**config.mk**
```make
export PLATFORM = sky130hd
export DESIGN_NAME = usr_shift_sequencer_flat
export DESIGN_NICKNAME = d
export VERILOG_FILES = /design/src/rtl/usr_shift_sequencer_if.sv /design/src/rtl/usr_shift_sequencer.sv /design/src/flat_wrapper.sv
export SDC_FILE = /design/constraint.sdc
export NUM_CORES = 1
export LEC_CHECK = 0
export BUFFER_PORTS_ARGS = -buffer_cell sky130_fd_sc_hd__buf_2
export CORE_MARGIN = 8
export CORE_UTILIZATION = 34
export CTS_BUF_LIST = sky130_fd_sc_hd__clkbuf_2 sky130_fd_sc_hd__clkbuf_4 sky130_fd_sc_hd__clkbuf_8
export DETAILED_ROUTE_END_ITERATION = 6
export SLEW_MARGIN = 20
export SYNTH_ARGS = -nofsm -noshare
export SYNTH_HDL_FRONTEND = slang
export SYNTH_SLANG_ARGS = --single-unit
```
**constraint.sdc**
```tcl
create_clock -name CLK -period 5.1 [get_ports CLK]
set_clock_uncertainty 0.15 [all_clocks]
set_input_delay 1.275 -clock CLK [delete_from_list [all_inputs] [get_ports CLK]]
set_output_delay 1.275 -clock CLK [all_outputs]
set_load 0.005 [all_outputs]
```
**src/rtl/usr_shift_sequencer_if.sv**
```systemverilog
// usr_shift_sequencer_if
//   Bus bundle for the universal shift sequencer.
//   Ports (from the master side):
//     OP[2:0]        operation select
//     D[0:WIDTH-1]   parallel load data, bit 0 is the MSB/sign
//     S0, SN         serial inputs for SHR / SHL
//     START, CNT     begin a multi-step run of OP for CNT steps
//     ABORT          terminate a run in progress
//     Q, SOUT        register contents and last shifted-out bit
//     BUSY, DONE     run in progress / one-cycle end-of-run pulse
//     dbg_state      sequencer state (0 = IDLE, 1 = RUN)
//   Handshake: START is sampled only while the sequencer is IDLE (including
//   the DONE cycle); while BUSY is high, OP/D/START/CNT are ignored and only
//   ABORT, S0 and SN are observed. DONE marks completion of a run for one cycle.
interface usr_shift_sequencer_if #(
    parameter int WIDTH = 36,
    parameter int CW    = 6
);
    logic [2:0]       OP;
    logic [0:WIDTH-1] D;
    logic             S0;
    logic             SN;
    logic             START;
    logic [CW-1:0]    CNT;
    logic             ABORT;
    logic [0:WIDTH-1] Q;
    logic             SOUT;
    logic             BUSY;
    logic             DONE;
    logic             dbg_state;

    modport master (
        output OP, D, S0, SN, START, CNT, ABORT,
        input  Q, SOUT, BUSY, DONE, dbg_state
    );

    modport slave (
        input  OP, D, S0, SN, START, CNT, ABORT,
        output Q, SOUT, BUSY, DONE, dbg_state
    );
endinterface

```
**src/rtl/usr_shift_sequencer.sv**
```systemverilog
// usr_shift_sequencer
//   Universal shift register with a built-in shift-count sequencer.
//   Single-step ops (load/shift/rotate/arith-shift/hold) execute once per
//   clock in IDLE; START with a shift/rotate op runs CNT one-bit steps.
//   Ports:
//     CLK    clock, all state updates on posedge
//     RESET  asynchronous, active-high reset
//     bus    usr_shift_sequencer_if.slave (OP, D, S0, SN, START, CNT, ABORT,
//            Q, SOUT, BUSY, DONE, dbg_state)
//   Bit numbering is [0:WIDTH-1] with bit 0 the MSB/sign bit.
module usr_shift_sequencer #(
    parameter int WIDTH = 36,
    parameter int CW    = 6
) (
    input  logic                  CLK,
    input  logic                  RESET,
    usr_shift_sequencer_if.slave  bus
);

    localparam logic [2:0] OP_LOAD = 3'b000;
    localparam logic [2:0] OP_SHR  = 3'b001;
    localparam logic [2:0] OP_SHL  = 3'b010;
    localparam logic [2:0] OP_HOLD = 3'b011;
    localparam logic [2:0] OP_ROTR = 3'b100;
    localparam logic [2:0] OP_ROTL = 3'b101;
    localparam logic [2:0] OP_ASHR = 3'b110;
    localparam logic [2:0] OP_ASHL = 3'b111;

    typedef enum logic {S_IDLE, S_RUN} state_t;

    state_t           state;
    logic [0:WIDTH-1] q_r;
    logic             sout_r;
    logic             busy_r;
    logic             done_r;
    logic [CW-1:0]    rem_r;
    logic [2:0]       run_op_r;

    logic [2:0]       step_op;
    logic [0:WIDTH-1] step_q;
    logic             step_sout;
    logic             start_ok;

    // In RUN the latched op drives the step; in IDLE the live OP does.
    assign step_op  = (state == S_RUN) ? run_op_r : bus.OP;
    assign start_ok = bus.START && (bus.OP != OP_LOAD) && (bus.OP != OP_HOLD);

    // One-bit step result for the selected op; LOAD/HOLD keep SOUT.
    always_comb begin
        step_q    = q_r;
        step_sout = sout_r;
        case (step_op)
            OP_LOAD: step_q = bus.D;
            OP_SHR: begin
                step_q    = {bus.S0, q_r[0:WIDTH-2]};
                step_sout = q_r[WIDTH-1];
            end
            OP_SHL: begin
                step_q    = {q_r[1:WIDTH-1], bus.SN};
                step_sout = q_r[0];
            end
            OP_ROTR: begin
                step_q    = {q_r[WIDTH-1], q_r[0:WIDTH-2]};
                step_sout = q_r[WIDTH-1];
            end
            OP_ROTL: begin
                step_q    = {q_r[1:WIDTH-1], q_r[0]};
                step_sout = q_r[0];
            end
            OP_ASHR: begin
                step_q    = {q_r[0], q_r[0:WIDTH-2]};
                step_sout = q_r[WIDTH-1];
            end
            OP_ASHL: begin
                // Sign bit stays put; magnitude bits move toward it.
                step_q    = {q_r[0], q_r[2:WIDTH-1], 1'b0};
                step_sout = q_r[1];
            end
            default: begin
                step_q    = q_r;
                step_sout = sout_r;
            end
        endcase
    end

    always_ff @(posedge CLK or posedge RESET) begin
        if (RESET) begin
            state    <= S_IDLE;
            q_r      <= '0;
            sout_r   <= 1'b0;
            busy_r   <= 1'b0;
            done_r   <= 1'b0;
            rem_r    <= '0;
            run_op_r <= OP_HOLD;
        end else begin
            done_r <= 1'b0;
            case (state)
                S_IDLE: begin
                    q_r    <= step_q;
                    sout_r <= step_sout;
                    if (start_ok) begin
                        run_op_r <= bus.OP;
                        if (bus.CNT == '0) begin
                            // Zero-length run: no step, just report completion.
                            q_r    <= q_r;
                            sout_r <= sout_r;
                            done_r <= 1'b1;
                        end else if (bus.CNT == CW'(1)) begin
                            done_r <= 1'b1;
                        end else begin
                            // First step happens on this edge, so n-1 remain.
                            rem_r  <= bus.CNT - CW'(1);
                            state  <= S_RUN;
                            busy_r <= 1'b1;
                        end
                    end
                end
                S_RUN: begin
                    if (bus.ABORT) begin
                        state  <= S_IDLE;
                        rem_r  <= '0;
                        busy_r <= 1'b0;
                    end else begin
                        q_r    <= step_q;
                        sout_r <= step_sout;
                        rem_r  <= rem_r - CW'(1);
                        if (rem_r == CW'(1)) begin
                            state  <= S_IDLE;
                            busy_r <= 1'b0;
                            done_r <= 1'b1;
                        end
                    end
                end
                default: begin
                    state  <= S_IDLE;
                    busy_r <= 1'b0;
                end
            endcase
        end
    end

    assign bus.Q         = q_r;
    assign bus.SOUT      = sout_r;
    assign bus.BUSY      = busy_r;
    assign bus.DONE      = done_r;
    assign bus.dbg_state = (state == S_RUN);

endmodule
```
**src/flat_wrapper.sv**
```systemverilog
// flat-port wrapper written by rule: the top's interface ports become plain ports
module usr_shift_sequencer_flat 
#(
    parameter int WIDTH = 36,
    parameter int CW    = 6
)
  (CLK, RESET, bus_OP, bus_D, bus_S0, bus_SN, bus_START, bus_CNT, bus_ABORT, bus_Q, bus_SOUT, bus_BUSY, bus_DONE, bus_dbg_state);
  usr_shift_sequencer_if #(.WIDTH(WIDTH), .CW(CW)) bus_i ();
  input  logic CLK;
  input  logic RESET;
  input wire logic [$bits(bus_i.OP)-1:0] bus_OP;
  input wire logic [$bits(bus_i.D)-1:0] bus_D;
  input wire logic [$bits(bus_i.S0)-1:0] bus_S0;
  input wire logic [$bits(bus_i.SN)-1:0] bus_SN;
  input wire logic [$bits(bus_i.START)-1:0] bus_START;
  input wire logic [$bits(bus_i.CNT)-1:0] bus_CNT;
  input wire logic [$bits(bus_i.ABORT)-1:0] bus_ABORT;
  output wire logic [$bits(bus_i.Q)-1:0] bus_Q;
  output wire logic [$bits(bus_i.SOUT)-1:0] bus_SOUT;
  output wire logic [$bits(bus_i.BUSY)-1:0] bus_BUSY;
  output wire logic [$bits(bus_i.DONE)-1:0] bus_DONE;
  output wire logic [$bits(bus_i.dbg_state)-1:0] bus_dbg_state;
  assign bus_i.OP = bus_OP;
  assign bus_i.D = bus_D;
  assign bus_i.S0 = bus_S0;
  assign bus_i.SN = bus_SN;
  assign bus_i.START = bus_START;
  assign bus_i.CNT = bus_CNT;
  assign bus_i.ABORT = bus_ABORT;
  assign bus_Q = bus_i.Q;
  assign bus_SOUT = bus_i.SOUT;
  assign bus_BUSY = bus_i.BUSY;
  assign bus_DONE = bus_i.DONE;
  assign bus_dbg_state = bus_i.dbg_state;
  usr_shift_sequencer #(.WIDTH(WIDTH), .CW(CW)) u_core (.CLK(CLK), .RESET(RESET), .bus(bus_i));
endmodule
```
* Word level (Yosys, flattened, before mapping)
Cells that the tools add are included.
Word-level totals: register bits after elaboration 49, input port bits 51, logic and storage cells 70
Cells by class: add/sub/neg operators 2, equal/unequal tests 15, mux-type cells 34, bitwise logic cells 1, reductions and logical operators 11
Operator list (number):
- $pmux 36 s7 | 1
- $mux 36 | 3
- $pmux 36 s2 | 1
- $mux 6 | 4
- $mux 1 | 18
- $eq 3x3->1 const B | 4
- $eq 6x1->1 const B | 2
- $pmux 6 s2 | 1
- $sub 6x1->6 const B | 2
- $pmux 1 s2 | 4
- $logic_not 6->1 | 1
- $ne 2x2->1 const B | 3
- $ne 3x3->1 const B | 2
- $reduce_and 2->1 | 2
- $reduce_and 4->1 | 1
- $eq 3x1->1 const B | 1
- $eq 3x2->1 const B | 1
- $logic_not 3->1 | 1
- $mux 3 | 1
- $ne 3x2->1 const B | 1
- $pmux 1 s3 | 1
- $reduce_and 3->1 | 1
- $reduce_bool 3->1 | 1
- $reduce_or 3->1 | 1
- other kinds (4) | 5

* Longest topological paths before layout
Gate-level depths: netlist (run 1).
depth in word-level cells 7, gate-level depth with buffers 8, gate-level depth less buffers 7

* Worst setup path before layout (run 1)
Ideal clock, no wire load.
path type input to register, from input port bus_CNT[3], to register u_core.rem_r[2], arrival 2.525 ns, required time 4.867 ns, setup slack 2.343 ns, stages 6, buffers on the path 1, cell sequence or4_1 > o221ai_1 > nor2b_1 > buf_2 > o21ai_0 > o21ai_0
On the way: longest elaborated chain between the ends 3, elaborated cells on any way between the ends 5, classes of those cells eq/ne: 3; reduce/logical: 2
Ends and longest elaborated chain:
- start: declaration | line flat_wrapper.sv:16 | input wire logic [$bits(bus_i.CNT)-1:0] bus_CNT;
- $eq 6x1->1 or $logic_not 6->1 (tied branches) | line usr_shift_sequencer.sv:108, usr_shift_sequencer.sv:103
- $ne 2x2->1 (no source line)
- $reduce_and 3->1 (no source line) (*)
- end signal: assignment | line usr_shift_sequencer.sv:112 | rem_r <= bus.CNT - CW'(1);
- end signal: assignment | line usr_shift_sequencer.sv:126 | rem_r <= rem_r - CW'(1);
- end: declaration | line usr_shift_sequencer.sv:36 | logic [CW-1:0] rem_r;
Every way passes the cells marked *; elsewhere a longest branch is shown, timed or not. A chain may end at the register's enable or synchronous reset.

* Worst setup path after layout (run 1)
from input port bus_CNT[0], to register u_core.q_r (netlist bit u_core.bus.Q[13])
On the way: longest elaborated chain between the ends 3
Ends and longest elaborated chain:
- $logic_not 6->1 | line usr_shift_sequencer.sv:103 | if (bus.CNT == '0) begin
- $ne 3x3->1 (no source line)
- $reduce_and 2->1 (no source line)
- end signal: assignment | line usr_shift_sequencer.sv:99 | q_r <= step_q;
- end signal: assignment | line usr_shift_sequencer.sv:105 | q_r <= q_r;
- end signal: assignment | line usr_shift_sequencer.sv:124 | q_r <= step_q;
- end: declaration | line usr_shift_sequencer.sv:32 | logic [0:WIDTH-1] q_r;
No other way between the ends.

==> results.cfg, run 1 <==
[sta]
setup_tns_ns = 0
setup_violations = 0
hold_violations = 0
worst_slew_pin_slew_ns = 0.963
finalMaxSlewViolations = 0
max_freq_mhz = 300
min_period_over_period_pct = 65.3
slew_headroom_pct = 35.6
rsz0062_at_grt = no
period_needed_ns = 3.33
timing.hold.ws_ns = 0.355

[floorplan]
die_area_um2 = 11600
die_h_um = 108
core_area_um2 = 8220
ios = 91
die_w_um = 108
core.rowCount = 33
start_util_pct = 34.9

[place]
placed_area_um2 = 3340
portBuffers = 90
dp.final_hpwl_mm = 5.75
finalWeightedCongestion = 0.805

[setup_path]
start_kind = primary input
critPathKind = in -> reg
required_ns = 5.16
end_kind = register
worstPathArrival_ns = 3.39
crit_fanout = 43
cp-startpoint = bus_CNT[0]
rr_startpoint = u_core.bus.dbg_state$_DFF_PP0_

[global_routing]
grt-ovfl-total = 0
grt_max_degree = 50
grt_pass1_wl_mm = 13.1
grt_pass1_vias = 2691
antenna_found_initial = 0
grt.total_usage_pct = 13.5

[routing]
first_pass_iters = 4
post-route-drc-count = 0
vias = 2676
drtAntennaViolNets = 0
wirelength_mm = 7.92
vias_per_cell = 5.34
wl_per_cell_um = 15.8
drt-initial-drc-count = 128

[clock_network]
htree_num_levels = 2
cts-root-buf = clkbuf_8
cts_sinks = 49
cts_resized = 0
cts_max_path_buffers = 2
cts_buffers = 5
cts_hold_buf = 0
post_cts_buffers = 0
clk_latency_ns = 0.30
path_clk_slew_ns = 0.09
tritoncts = built

[final_layout]
antennaDiodeCount = 0
fillerInstances = 862
postLayoutCoreUtil_pct = 42.1
nNetsFinal = 451
final_area_um2 = 3460
area_growth_pct = 20.6
drive_above_1_share_pct = 30.6

[power]
powerDensity_nw_per_um2 = 711
p_leak_uw = 0.00154
p_total_uw = 2460
irDropWorstVdd_v = 0.000253

[yosys]
synth-seq-cells = 49
syn_area_per_cell_um2 = 9.05
ys_types = 42
seq_area_frac_synth_pct = 42.8
synthCells = 317
synthArstFlopShare_pct = 100
synth-edff-count = 0
synth_area_um2 = 2870
synth_flop_cell = dfrtp_1
yosysWarnings = 0
syn_nets = 373

[run]
maxCapViolations = 0

[worst_hold_path]
hp-class = reg -> reg
hp-start = u_core.bus.SOUT$_DFFE_PP0P_

[status]
outcome = complete, no violations
-- cell families after synthesis --
family	after synthesis	share of synthesized area, %
adder cells (fa/ha/maj)	5	2.18
flip-flops	49	42.8
buffers and inverters	27	5.23
multiplexers	11	5.62
AO/OA/AOI/OAI	106	25.4
XOR/XNOR	5	1.79
AND/OR/NAND/NOR	114	17.0
-- layout make-up --
| type | instances | area [µm²] | share of cell area, % |
|---|---|---|---|
| flip-flops and latches | 49 | 1230 | 35.5 |
| repair buffers | 91 | 458 | 13.2 |
| well taps | 105 | 131 | 3.79 |
| clock inverters | 2 | 37.5 | 1.08 |
| clock buffers | 6 | 82.6 | 2.39 |
| inverters | 7 | 27.5 | 0.795 |
| multi-input cells | 241 | 1500 | 43.2 |
-- flip-flops by register name (all words and copies together), names as in the netlist --
register,count
u_core.bus.dbg_state,1
u_core.bus.SOUT,1
u_core.rem_r,6
u_core.bus.DONE,1
u_core.bus.BUSY,1
u_core.run_op_r,3
u_core.bus.Q,36
-- through the flow --
stage | cells | worst slack, ns
final | 501 | 1.77
after global routing | 501 | 1.52
after CTS | 501 | 1.75
after detailed placement | 493 | 1.43
after global placement | 493 | 1.51
after floorplan | 317 | 2.34
-- synth_stat cells, drive strengths merged (2+ instances only) --
library cell	instances	share of area, %
a21oi	11	2.7
a31oi	2	0.44
buf	11	3.1
clkbuf	9	1.2
dfrtp	47	41
dfstp	2	1.8
ha	5	2.2
inv	7	0.92
mux2	8	3.3
mux2i	3	2.4
nand2	41	5.6
nand3	5	0.87
nor2	53	7.0
nor2b	3	0.65
nor3	5	1.0
o2111ai	2	0.61
o21ai	11	1.9
o221ai	2	0.61
o22ai	37	8.1
o31ai	35	9.2
or4	2	0.52
xnor2	4	1.5
-- placed cells by master (no fill, tap or decap), drive strengths merged, types with 6 or more instances in the layout --
cell    netlist  routed
dfrtp        47      47
buf          11      91
nand2        41      41
inv           7       6
a21oi        11      11
mux2          8       8
o22ai        37      37
o21ai        11      11
nor2         53      53
o31ai        35      35
clkbuf        9       6
-- metal layers --
layer	track usage, %	up-vias	routed length, µm
met3	4.37	5	688
met2	22.4	82	3700
met5	0	-	0
met4	2.38	0	53
li1	-	1321	-
met1	16.9	1268	3480
-- critical path, stage by stage --
cell and delay [ns]:
buf_2 0.12, inv_1 0.06, ha_1 0.20, nor2b_1 0.13, o2111ai_1 0.17, nand3_2 0.65, buf_4 0.49, o31ai_1 0.27
-- path summary, 6_finish.rpt --
| check | to | slack (ns) | depth (start not counted) |
|---|---|---|---|
| worst max-delay path | u_core.bus.Q[13]$_DFFE_PP0P_ | 1.77 | 8 |
| worst min-delay path | u_core.bus.SOUT$_DFFE_PP0P_ | 0.36 | 1 |
| worst max register to register | u_core.bus.Q[13]$_DFFE_PP0P_ | 1.88 | 5 |
| worst min register to register | u_core.bus.SOUT$_DFFE_PP0P_ | 0.36 | 1 |
| max in group asynchronous | u_core.bus.Q[0]$_DFFE_PP0P_ | 3.32 | 2 |
| min in group asynchronous | u_core.bus.Q[22]$_DFFE_PP0P_ | 0.97 | 2 |
-- power breakdown --
part	internal [µW]	leakage (µW)	switching (µW)	total, µW
combinational	576	0.000904	751	1330
clock	160	0.0000574	133	292
sequential	606	0.000579	235	841
No activity file was read; power rests on OpenSTA's default activity.
==> inputs of run 2 (changes only) <==
- ABC_AREA: default -> 1
- clock period: 5.1 -> 2.8 ns (I/O delays scaled with it)
==> results.cfg, run 2 <==
[global_routing]
grt_max_degree = 71
antenna_found_initial = 0
grt.total_usage_pct = 14.3
grt-ovfl-total = 0
grt_pass1_vias = 3617
grt_pass1_wl_mm = 17.1

[routing]
drt-initial-drc-count = 257
first_pass_iters = 4
vias_per_cell = 4.61
wirelength_mm = 10.0
vias = 3717
post-route-drc-count = 0
drtAntennaViolNets = 0
wl_per_cell_um = 12.4

[final_layout]
nNetsFinal = 721
multiInputGateArea_um2 = 1980
antennaDiodeCount = 0
final_area_um2 = 4260
seq_area_um2 = 1230
final_cell_mix = nand2_1 (260), buf_2 (90), nor2_1 (86), inv_1 (60), dfrtp_1 (47)
area_growth_pct = 16.7
final_common_cell = nand2_1
fillerInstances = 1173
largest_reg_flops = 36
drive_above_1_share_pct = 20.0

[clock_network]
cts_buffers = 5
htree_num_levels = 2
path_clk_slew_ns = 0.10
cts_hold_buf = 0
cts-root-buf = clkbuf_8
tritoncts = built
cts_sinks = 49
cts_max_path_buffers = 2
post_cts_buffers = 0
clk_latency_ns = 0.32
cts_resized = 0

[sta]
max_freq_mhz = 430
finalMaxSlewViolations = 0
setup_tns_ns = 0
worst_slew_pin_slew_ns = 0.462
setup_violations = 0
slew_headroom_pct = 69.2
hold_violations = 0
min_period_over_period_pct = 83.0
period_needed_ns = 2.33
rsz0062_at_grt = no

[yosys]
syn_area_per_cell_um2 = 6.21
synth-edff-count = 0
synth.area.mux_share_pct = 0
synthCells = 587
syn_nets = 643
synthArstFlopShare_pct = 100
yosysTopAreaCell = dfrtp_1
synth_area_um2 = 3650
yosysWarnings = 0
synth_flop_cell = dfrtp_1
ys_types = 27
synth_top_family_by_area = simple AND/OR/NAND/NOR gates
synth_top_area_share_pct = 32.2
yosys-top-cells-area = dfrtp_1 (32%), nand2_1 (27%), nor2_1 (8.9%), inv_1 (6.3%), nand3_1 (5.8%)
synth_compound_area_share_pct = 3.26
synthXorXnorAreaFrac_pct = 0.720
synthTopCellsByCount = nand2_1 (260), nor2_1 (86), inv_1 (61)
yosysMostFrequentCell = nand2_1
synthSimpleGateAreaFrac_pct = 48.5
synth-seq-cells = 49
synthAdderAreaFrac_pct = 1.72
seq_area_frac_synth_pct = 33.7

[setup_path]
reg2reg_slack_ns = 0.47
end_kind = register
rr_startpoint = u_core.bus.dbg_state$_DFF_PP0_
critPathSlowestCell = dfrtp_1
worstPathCellList = inv_2 > nand2_1 > nand2_2 > nand3_1 > nand3_2 > buf_12 > nand2_1 > nand2_1 > nand2_1 > nand2_1
crit_fanout = 19
crit_buf_inv = 2
critPathKind = reg -> reg
cpMostUsedCell = nand2_1
reg2reg_to = u_core.bus.Q[15]$_DFFE_PP0P_
cp_slowest_stage_delay_ns = 0.61
required_ns = 2.86
cp.depth = 10
worstPathArrival_ns = 2.39
r2r_cells = 10
cpLargestDelayFamily = simple AND/OR/NAND/NOR gates
start_kind = register
cp-startpoint = u_core.bus.dbg_state$_DFF_PP0_
endpoint = u_core.bus.Q[15]$_DFFE_PP0P_

[power]
irDropWorstVdd_v = 0.000429
powerDensity_nw_per_um2 = 1300
p_leak_uw = 0.00254

[floorplan]
die_w_um = 120
die_h_um = 120
start_util_pct = 34.2
ios = 91
core_area_um2 = 10700
die_area_um2 = 14300
core.rowCount = 38

[place]
finalWeightedCongestion = 0.796
dp.final_hpwl_mm = 7.17
placed_area_um2 = 4160
portBuffers = 90

[run]
maxCapViolations = 0

[status]
outcome = complete, no violations

[worst_hold_path]
hp-class = in -> async
-- run 2: cell types whose count changed after synthesis, sizes merged, moves of 6 or more --
| cell | change |
|---|---|
| nand2 | +230 |
| inv | +55 |
| nand3 | +49 |
| o31ai | -35 |
| o22ai | -34 |
| nor2 | +33 |
| buf | +15 |
| a21oi | -9 |
| clkbuf | -9 |
| mux2 | -8 |
| nand4 | +6 |
-- run 2: worst register-to-register path, delay by kind of cell (launching register included) --
kind / cells / cell delay, ns
AND/OR/NAND/NOR: 8 / 0.96
buffers and inverters: 2 / 0.50
flip-flops: 1 / 0.61
-- run 2: how the worst min path moves through the flow --
stage / startpoint / endpoint / slack (ns) / cells past startpoint
after floorplan: u_core.rem_r[5]$_DFFE_PP0P_ / u_core.rem_r[5]$_DFFE_PP0P_ / 0.32 / 2
after global placement: u_core.bus.SOUT$_DFFE_PP0P_ / u_core.bus.SOUT$_DFFE_PP0P_ / 0.32 / 2
after detailed placement: u_core.bus.SOUT$_DFFE_PP0P_ / u_core.bus.SOUT$_DFFE_PP0P_ / 0.34 / 2
after CTS: RESET / u_core.bus.Q[27]$_DFFE_PP0P_ / 0.28 / 3
after global routing: RESET / u_core.bus.Q[27]$_DFFE_PP0P_ / 0.29 / 3
final: RESET / u_core.bus.Q[27]$_DFFE_PP0P_ / 0.28 / 3
-- run 2: area by class of cell --
| class | count | share of cell area [%] |
|---|---|---|
| Sequential cell | 49 | 28.9 |
| Inverter | 62 | 5.47 |
| Timing Repair Buffer | 97 | 12.7 |
| Tap cell | 140 | 4.12 |
| Multi-Input combinational cell | 450 | 46.6 |
| Clock inverter | 2 | 0.323 |
| Clock buffer | 6 | 1.94 |
-- run 2: report_power, final --
| part | leakage (µW) | internal (µW) | total (µW) | switching (µW) |
|---|---|---|---|---|
| sequential | 0.000603 | 1090 | 1480 | 389 |
| clock | 0.0000512 | 201 | 472 | 270 |
| combinational | 0.00189 | 1320 | 3590 | 2270 |
-- run 2: kinds of logic (layout without fill, tap and decap cells) --
kind of cell,Yosys count,count (layout)
compound gates,22,22
flops,49,49
xor+xnor,3,3
fa+ha+maj,5,5
buf+inv,88,167
simple gates,420,420
-- run 2: layer usage --
metal / up-vias / global-route usage, % / share of wire, %
met5: - / 0 / 0
met4: 0 / 3.98 / 1.1
met3: 6 / 4.09 / 6.9
met2: 81 / 22.9 / 45
met1: 1694 / 18.4 / 47
li1: 1936 / - / -
-- run 2: metrics by stage --
stage                     worst slack [ns]  hold WS (ns)  power, µW  instances  util (%)
final                                0.475         0.278       5540        806      40.0
after global routing                 0.238         0.295       6290        806      40.0
after CTS                            0.483         0.279       5620        806      40.0
after detailed placement             0.453         0.341       5120        798      39.1
after global placement               0.457         0.324       5040        798      39.1
after floorplan                      0.780         0.321       4340        587         -
==> inputs of run 3 (changes only) <==
- ABC_AREA: 1 -> 0
- clock period: 2.8 -> 2.4 ns (I/O delays scaled with it)
==> results.cfg, run 3 (synthesis results as in run 1) <==
[floorplan]
core_area_um2 = 8220
die_h_um = 108
core.rowCount = 33
die_area_um2 = 11600
die_w_um = 108
start_util_pct = 34.9
ios = 91

[sta]
slew_headroom_pct = 43.0
max_freq_mhz = 448
hold_violations = 0
period_needed_ns = 2.23
setup_slack_ns = 0.168
setup_tns_ns = 0
rsz0062_at_grt = no
min_period_over_period_pct = 93.0
setup_violations = 0
finalMaxSlewViolations = 0
worst_slew_pin_slew_ns = 0.855

[final_layout]
largest_reg_flops = 36
area_growth_pct = 25.7
fin_cells = 517
multiInputGateArea_um2 = 1510
antennaDiodeCount = 0
nNetsFinal = 467
final_cell_mix = buf_2 (90), nor2_1 (52), dfrtp_1 (46), nand2_1 (40), o22ai_1 (37)
drive_above_1_share_pct = 33.5
fillerInstances = 831
final_area_um2 = 3610
seq_area_um2 = 1230
final_common_cell = buf_2

[routing]
vias = 2798
vias_per_cell = 5.41
drt-initial-drc-count = 174
post-route-drc-count = 0
wirelength_mm = 8.33
first_pass_iters = 5
wl_per_cell_um = 16.1
drtAntennaViolNets = 0

[clock_network]
cts_buffers = 5
htree_num_levels = 2
path_clk_slew_ns = 0.10
cts-root-buf = clkbuf_8
clk_latency_ns = 0.31
cts_max_path_buffers = 2
tritoncts = built
cts_hold_buf = 0
cts_sinks = 49

[setup_path]
r2r_cells = 5
required_ns = 2.47
critPathKind = reg -> reg
worstPathArrival_ns = 2.30
crit_fanout = 17
start_kind = register
reg2reg_to = u_core.bus.Q[30]$_DFFE_PP0P_
rr_startpoint = u_core.run_op_r[0]$_DFFE_PP1P_
reg2reg_slack_ns = 0.17
end_kind = register

[global_routing]
grt.total_usage_pct = 14.3
grt_pass1_wl_mm = 13.6
antenna_found_initial = 0
grt_pass1_vias = 2652
grt-ovfl-total = 0
grt_max_degree = 67

[place]
portBuffers = 90
dp.final_hpwl_mm = 5.95
dpl.cell_count = 508
finalWeightedCongestion = 0.860
placed_area_um2 = 3500
pre_cts_ws_ns = -0.125

[run]
maxCapViolations = 0

[power]
irDropWorstVdd_v = 0.000460
powerDensity_nw_per_um2 = 1510
p_total_uw = 5430
p_leak_uw = 0.00162

[status]
outcome = complete, no violations

[worst_hold_path]
hp-class = in -> async
run 3: cell types whose count changed in the layout (fill, tap and decap cells not counted), moves of 6 or more:
| cell | before | now |
|---|---|---|
| nand3_1 | 41 | 4 |
| inv_1 | 60 | 6 |
| nand2_1 | 260 | 40 |
| o31ai_1 | 0 | 35 |
| nand4_1 | 6 | 0 |
| a21oi_1 | 2 | 9 |
| o22ai_1 | 3 | 37 |
| nor2_1 | 86 | 52 |
| buf_4 | 4 | 12 |
| mux2_2 | 0 | 7 |
| nand3_2 | 13 | 1 |
| nand2_2 | 8 | 0 |
run 3: area by class of cell:
cell class              instances  share of cell area [%]
clock inverters                 3                   0.694
multi-input cells             242                    41.7
inverters                       7                   0.728
repair buffers                106                    17.2
clock buffers                   5                    1.91
flip-flops and latches         49                    34.1
well taps                     105                    3.64
run 3: how the worst max path moves through the flow:
stage                                   start                      endpoint  slack, ns  cells past startpoint
4_1_cts        u_core.bus.dbg_state$_DFF_PP0_   u_core.bus.Q[2]$_DFFE_PP0P_       0.12                      5
6_report       u_core.run_op_r[0]$_DFFE_PP1P_  u_core.bus.Q[30]$_DFFE_PP0P_       0.17                      5
3_5_place_dp                        bus_OP[0]  u_core.bus.Q[14]$_DFFE_PP0P_      -0.13                      5
5_1_grt        u_core.run_op_r[0]$_DFFE_PP1P_  u_core.bus.Q[21]$_DFFE_PP0P_       0.02                      5
2_1_floorplan                      bus_CNT[3]   u_core.rem_r[2]$_DFFE_PP0P_       0.32                      6
3_3_place_gp                        bus_OP[0]   u_core.bus.Q[6]$_DFFE_PP0P_      -0.05                      5
run 3: power breakdown:
group          leakage [µW]  total [µW]  internal (µW)  switching, µW
Clock             0.0000452         529            213            316
Sequential         0.000578        1750           1290            456
Combinational      0.000997        3160           1440           1720
Total               0.00162        5430           2940           2490
run 3: metal layers:
| layer | routed length [µm] | global-route usage, % | vias to the layer above | share of wire (%) |
|---|---|---|---|---|
| li1 | - | - | 1353 | - |
| met1 | 3770 | 19.3 | 1325 | 45 |
| met2 | 3700 | 21.7 | 109 | 44 |
| met3 | 760 | 4.43 | 11 | 9.1 |
| met4 | 102 | 3.57 | 0 | 1.2 |
| met5 | 0 | 0 | - | 0 |
run 3: stage by stage:
stage	utilization [%]	hold WS, ns
finish	43.9	0.174
global route	43.9	0.186
CTS	43.9	0.178
detailed placement	42.6	0.347
global placement	42.6	0.336
floorplan	-	0.321
run 3: repair_timing:
item	in CTS	in global routing
cloned	1	0
resized for setup	0	1
buffers inserted	0	0
pin swaps	1	0
endpoints found under the setup margin	8	4
run 3: critical path, stage by stage, from the launching register on:
cell     delay (ns)
dfstp_2        0.57
mux2_2         0.31
nor3_2         0.15
a21oi_2        0.65
nor2_1         0.08
o31ai_1        0.22
